File: src/rtl/hour_display_ctrl.sv
// rtl/hour_display_ctrl.sv - 12-hour BCD decode, AM/PM wrap tracking and 2-digit multiplexed 7-seg drive
module hour_display_ctrl #(
    parameter int REFRESH_DIV    = 50000,
    parameter bit SEG_ACTIVE_LOW = 1'b1
) (
    input  logic       i_clk,
    input  logic       i_reset,
    input  logic [3:0] i_count,
    input  logic       i_control,
    output logic [3:0] o_hour_tens,
    output logic [3:0] o_hour_ones,
    output logic       o_pm,
    output logic       o_wrap,
    output logic       o_err,
    output logic [6:0] o_seg_n,
    output logic [1:0] o_an_n
);
    localparam int RW = (REFRESH_DIV > 2) ? $clog2(REFRESH_DIV) : 1;
    localparam logic [RW-1:0] REFRESH_LAST = RW'(REFRESH_DIV - 1);
    localparam logic [6:0] SEG_MASK = SEG_ACTIVE_LOW ? 7'h7F : 7'h00;
    localparam logic [1:0] AN_MASK  = SEG_ACTIVE_LOW ? 2'b11 : 2'b00;
    localparam logic [6:0] SEG_DASH = 7'b1000000;

    logic [3:0]    r_cur;
    logic          r_prev_valid;
    logic          r_dir;
    logic [RW-1:0] r_refresh;
    logic          r_sel;

    logic       w_legal;
    logic       w_up_wrap;
    logic       w_down_wrap;
    logic       w_wrap;
    logic [3:0] w_tens;
    logic [3:0] w_ones;
    logic [3:0] w_digit;
    logic       w_blank;
    logic [6:0] w_seg;

    function automatic logic [6:0] f_seg7(input logic [3:0] d);
        case (d)
            4'd0:    f_seg7 = 7'b0111111;
            4'd1:    f_seg7 = 7'b0000110;
            4'd2:    f_seg7 = 7'b1011011;
            4'd3:    f_seg7 = 7'b1001111;
            4'd4:    f_seg7 = 7'b1100110;
            4'd5:    f_seg7 = 7'b1101101;
            4'd6:    f_seg7 = 7'b1111101;
            4'd7:    f_seg7 = 7'b0000111;
            4'd8:    f_seg7 = 7'b1111111;
            4'd9:    f_seg7 = 7'b1101111;
            default: f_seg7 = 7'b0000000;
        endcase
    endfunction

    // r_cur is the previous sample relative to i_count, so wraps line up with the hour update
    always_comb begin
        w_legal     = (i_count < 4'd12);
        w_up_wrap   = r_prev_valid && (r_cur == 4'd11) && (i_count == 4'd0);
        w_down_wrap = r_prev_valid && (r_cur == 4'd0) && (i_count == 4'd11);
        // Direction is informational: both wraps are accepted whichever way the counter runs
        w_wrap      = r_dir ? (w_down_wrap | w_up_wrap) : (w_up_wrap | w_down_wrap);
        w_tens      = 4'd0;
        w_ones      = i_count;
        if (i_count == 4'd0) begin
            w_tens = 4'd1;
            w_ones = 4'd2;
        end else if (i_count >= 4'd10) begin
            w_tens = 4'd1;
            w_ones = i_count - 4'd10;
        end
    end

    always_comb begin
        w_digit = r_sel ? o_hour_tens : o_hour_ones;
        w_blank = r_sel && (o_hour_tens == 4'd0);
        w_seg   = 7'b0000000;
        if (o_err)
            w_seg = SEG_DASH;
        else if (!w_blank)
            w_seg = f_seg7(w_digit);
    end

    always_ff @(posedge i_clk) begin
        if (i_reset) begin
            r_cur        <= 4'd0;
            r_prev_valid <= 1'b0;
            r_dir        <= 1'b0;
            o_hour_tens  <= 4'd1;
            o_hour_ones  <= 4'd2;
            o_pm         <= 1'b0;
            o_wrap       <= 1'b0;
            o_err        <= 1'b0;
        end else begin
            r_cur        <= i_count;
            r_prev_valid <= 1'b1;
            r_dir        <= i_control;
            o_err        <= !w_legal;
            o_wrap       <= w_wrap;
            if (w_wrap)
                o_pm <= !o_pm;
            if (w_legal) begin
                o_hour_tens <= w_tens;
                o_hour_ones <= w_ones;
            end
        end
    end

    always_ff @(posedge i_clk) begin
        if (i_reset) begin
            r_refresh <= '0;
            r_sel     <= 1'b0;
            o_seg_n   <= SEG_MASK ^ 7'b0000000;
            o_an_n    <= AN_MASK ^ 2'b00;
        end else begin
            if (r_refresh == REFRESH_LAST) begin
                r_refresh <= '0;
                r_sel     <= !r_sel;
            end else begin
                r_refresh <= r_refresh + 1'b1;
            end
            o_seg_n <= SEG_MASK ^ w_seg;
            o_an_n  <= AN_MASK ^ (r_sel ? 2'b10 : 2'b01);
        end
    end
endmodule

File: config.mk
export PLATFORM = sky130hd
export DESIGN_NAME = hour_display_ctrl
export DESIGN_NICKNAME = d
export VERILOG_FILES = /design/src/rtl/hour_display_ctrl.sv
export SDC_FILE = /design/constraint.sdc
export NUM_CORES = 1
export LEC_CHECK = 0
export ABC_AREA = 1
export ABC_CLOCK_PERIOD_IN_PS = 2470
export CORE_MARGIN = 2
export CORE_UTILIZATION = 40
export CTS_CLUSTER_SIZE = 24
export DETAILED_ROUTE_END_ITERATION = 7
export HOLD_SLACK_MARGIN = 0.03
export PLACE_DENSITY = 0.62
export SYNTH_ARGS = -nofsm -noshare
export SYNTH_HDL_FRONTEND = slang
export SYNTH_SLANG_ARGS = --single-unit
File: constraint.sdc
create_clock -name i_clk -period 2.47 [get_ports i_clk]
set_input_delay 0.247 -clock i_clk [delete_from_list [all_inputs] [get_ports i_clk]]
set_output_delay 0.247 -clock i_clk [all_outputs]
set_load 0.05 [all_outputs]
==> metrics <==
number of setup buffers added after CTS=0; DRT met1 WL=between 1500 and 2000 um; Syn. warnings=0; detailed-route via count=~1500; Slew Limit Headroom=58.7%; clk_skew=0.00950 ns; Synth Cell Area=~0.0018 mm2; CP Data Arrival Time=a little under 2 ns; CP dominant cell by count=nand2_1; Critical Path Start Type=register; grt total ovfl=0; first-pass GRT wire length=~6400 um; dpl cells=about 320; WL met2=approximately 1600 um; Post-CTS Hold Buffers=0; count of cell types in the netlist=29; ys async rst share=0%; post-synthesis sequential area ratio=around 43%; CP Capture Type=register; CTS resizes=0; worst-path cell chain=inv_2 -> nor2_4 -> inv_1 -> o21ai_0 -> ha_1 -> or2_2 -> nand2_1 -> nand2_1; vias per cell=about 4.6; clk sinks=39; Synth area leader=dfxtp_1; non-filler instance count after layout=roughly 330; Final Cell Area=~0.0022 mm2; Final Wtd Congestion=approximately 0.8; routed wl met3=between 100 and 150 um; Yosys top cell area share=42.7%; total chip power=~1300 uW; CP max FO=5; worst min-delay path category=reg -> reg; most common cell after layout, fill and taps aside=nand2_1; Post-Synthesis Cells=about 250; Die Width=between 70 and 80 um; critical path depth in cells=8; critical path required time=2.63 ns; Synth-to-Final Area Change=18.6%; initial antenna violation count=0; antenna cells=0; Clk Latency, worst-skew pair=roughly 0.29 ns; Synth area leaders=dfxtp_1, nand2_1, nor2_1; Leak Pwr=between 0.0008 and 0.0009 uW; # fillers=450; setup TNS=0 ns; All-Layer GR Usage=15.6%; hold depth=1; top_reg_cell synth=dfxtp_1; Crit path max-delay family=simple AND/OR/NAND/NOR gates; max-slew violations=0; most frequent cells in the layout=nand2_1, nor2_1, dfxtp_1, inv_1, clkdlybuf4s50_1; Slowest-stage cell, CP=dfxtp_1; Fmax=553 MHz; CTS Buf Count=5; Avg Inst Size Synth=7.25 um2; router iterations before antenna repair=4; clk slew on worst S/H paths=0.08 ns; top sig layer=met4; unrepaired setup endpoints after global routing=false; Residual DRC=0; wirelength, routed=3580 um; Seq cells post-synth=39; vias in the first global route=about 1500; Rows=24; DPL Wire Length=between 2000 and 3000 um; Final Cycle Share=around 73%; Ports=27; r2r worst-path depth=8; outcome=finished clean; routed len/inst=approximately 11 um; Post-DP Area=between 0.002 and 0.0025 mm2; die span in y=71.6 um; pin count of the biggest net entering global routing=17; Initial Utilization=41.7%; minimum clock period=about 1.8 ns; drt initial violations=59; Die ar.=approximately 0.0051 mm2; Worst Tran Pin Value=a little over 0.6 ns; proportion of layout cells with a drive suffix above 1=6.79%; VDD IR max=approximately 0.32 mV; WP buf/inv=2; CORE AREA=between 0.004 and 0.005 mm2; final hold viol count=0; # port buffers=22; # setup viols final=0; Final ANT Viol Nets=0; max incr delay on CP=0.40 ns; CTS tree=done; root buffer cell=clkbuf_8; H-Tree Depth=2; max-cap violations=0; Post-synth EDFFs=0; Total Nets Final=294; power density cells=602 mW/mm2; Max Buffers Root-to-Sink=2; WS Path Type=reg -> reg
## layout make-up
| class | count | area (um2) | area share, % |
|---|---|---|---|
| Clock buffer | 7 | 76.3 | 3.52 |
| Clock inverter | 1 | 5.00 | 0.231 |
| Inverter | 34 | 128 | 5.89 |
| Multi-Input combinational cell | 176 | 883 | 40.8 |
| Sequential cell | 39 | 781 | 36.0 |
| Tap cell | 52 | 65.1 | 3.00 |
| Timing Repair Buffer | 23 | 228 | 10.5 |
## metal layers
layer	global-route usage, %	vias to the layer above
li1	-	839
met5	0	-
met4	7.13	0
met2	24.2	32
met3	3.38	6
met1	20.8	651
## cells in the mapped netlist (all sizes together), types with 3 or more instances
cell	count
a21oi	14
nand3	14
buf	5
or2	3
nand4	6
xnor2	3
ha	8
o21ai	8
nand2	65
nor3	5
nor2	42
dfxtp	39
inv	33
## cell families (layout without fill, tap and decap cells)
kind of cell,count (synthesis),count (layout),share of synthesized area [%]
AO/OA/AOI/OAI,26,26,7.74
XOR/XNOR,3,3,1.44
adder cells (fa/ha/maj),8,8,5.48
buffers and inverters,39,65,9.31
flip-flops,39,39,42.7
other,1,3,0.205
AND/OR/NAND/NOR,136,136,33.1
## power by group
part           leakage, uW  internal, uW  switching [uW]
Combinational     0.000502          71.0             152
Sequential        0.000320           658            15.6
Clock            0.0000422           198             211
## final timing paths
kind | startpoint | end | slack, ns
max | r_sel | o_seg_n[3] | 0.66
min | r_refresh[0] | r_refresh[0] | 0.47
max reg2reg | r_sel | o_seg_n[3] | 0.66
min reg2reg | r_refresh[0] | r_refresh[0] | 0.47
## registers in the layout, summed over array words and instances, names as in the netlist
signal and flops:
o_wrap 1, r_sel 1, o_hour_ones 4, o_seg_n 7
o_hour_tens 1, o_an_n 2, o_pm 1, o_err 1
r_cur 4, r_prev_valid 1, r_refresh 16
## per-stage QoR
| stage | util, % | hold WS (ns) | setup slack, ns |
|---|---|---|---|
| 6_report | 49.4 | 0.470 | 0.661 |
| 5_1_grt | 49.4 | 0.490 | 0.428 |
| 4_1_cts | 49.4 | 0.470 | 0.646 |
| 3_5_place_dp | 47.5 | 0.452 | 0.651 |
| 3_3_place_gp | 47.5 | 0.444 | 0.684 |
| 2_1_floorplan | - | 0.391 | 0.600 |
Power figures use the tool's default switching activity.
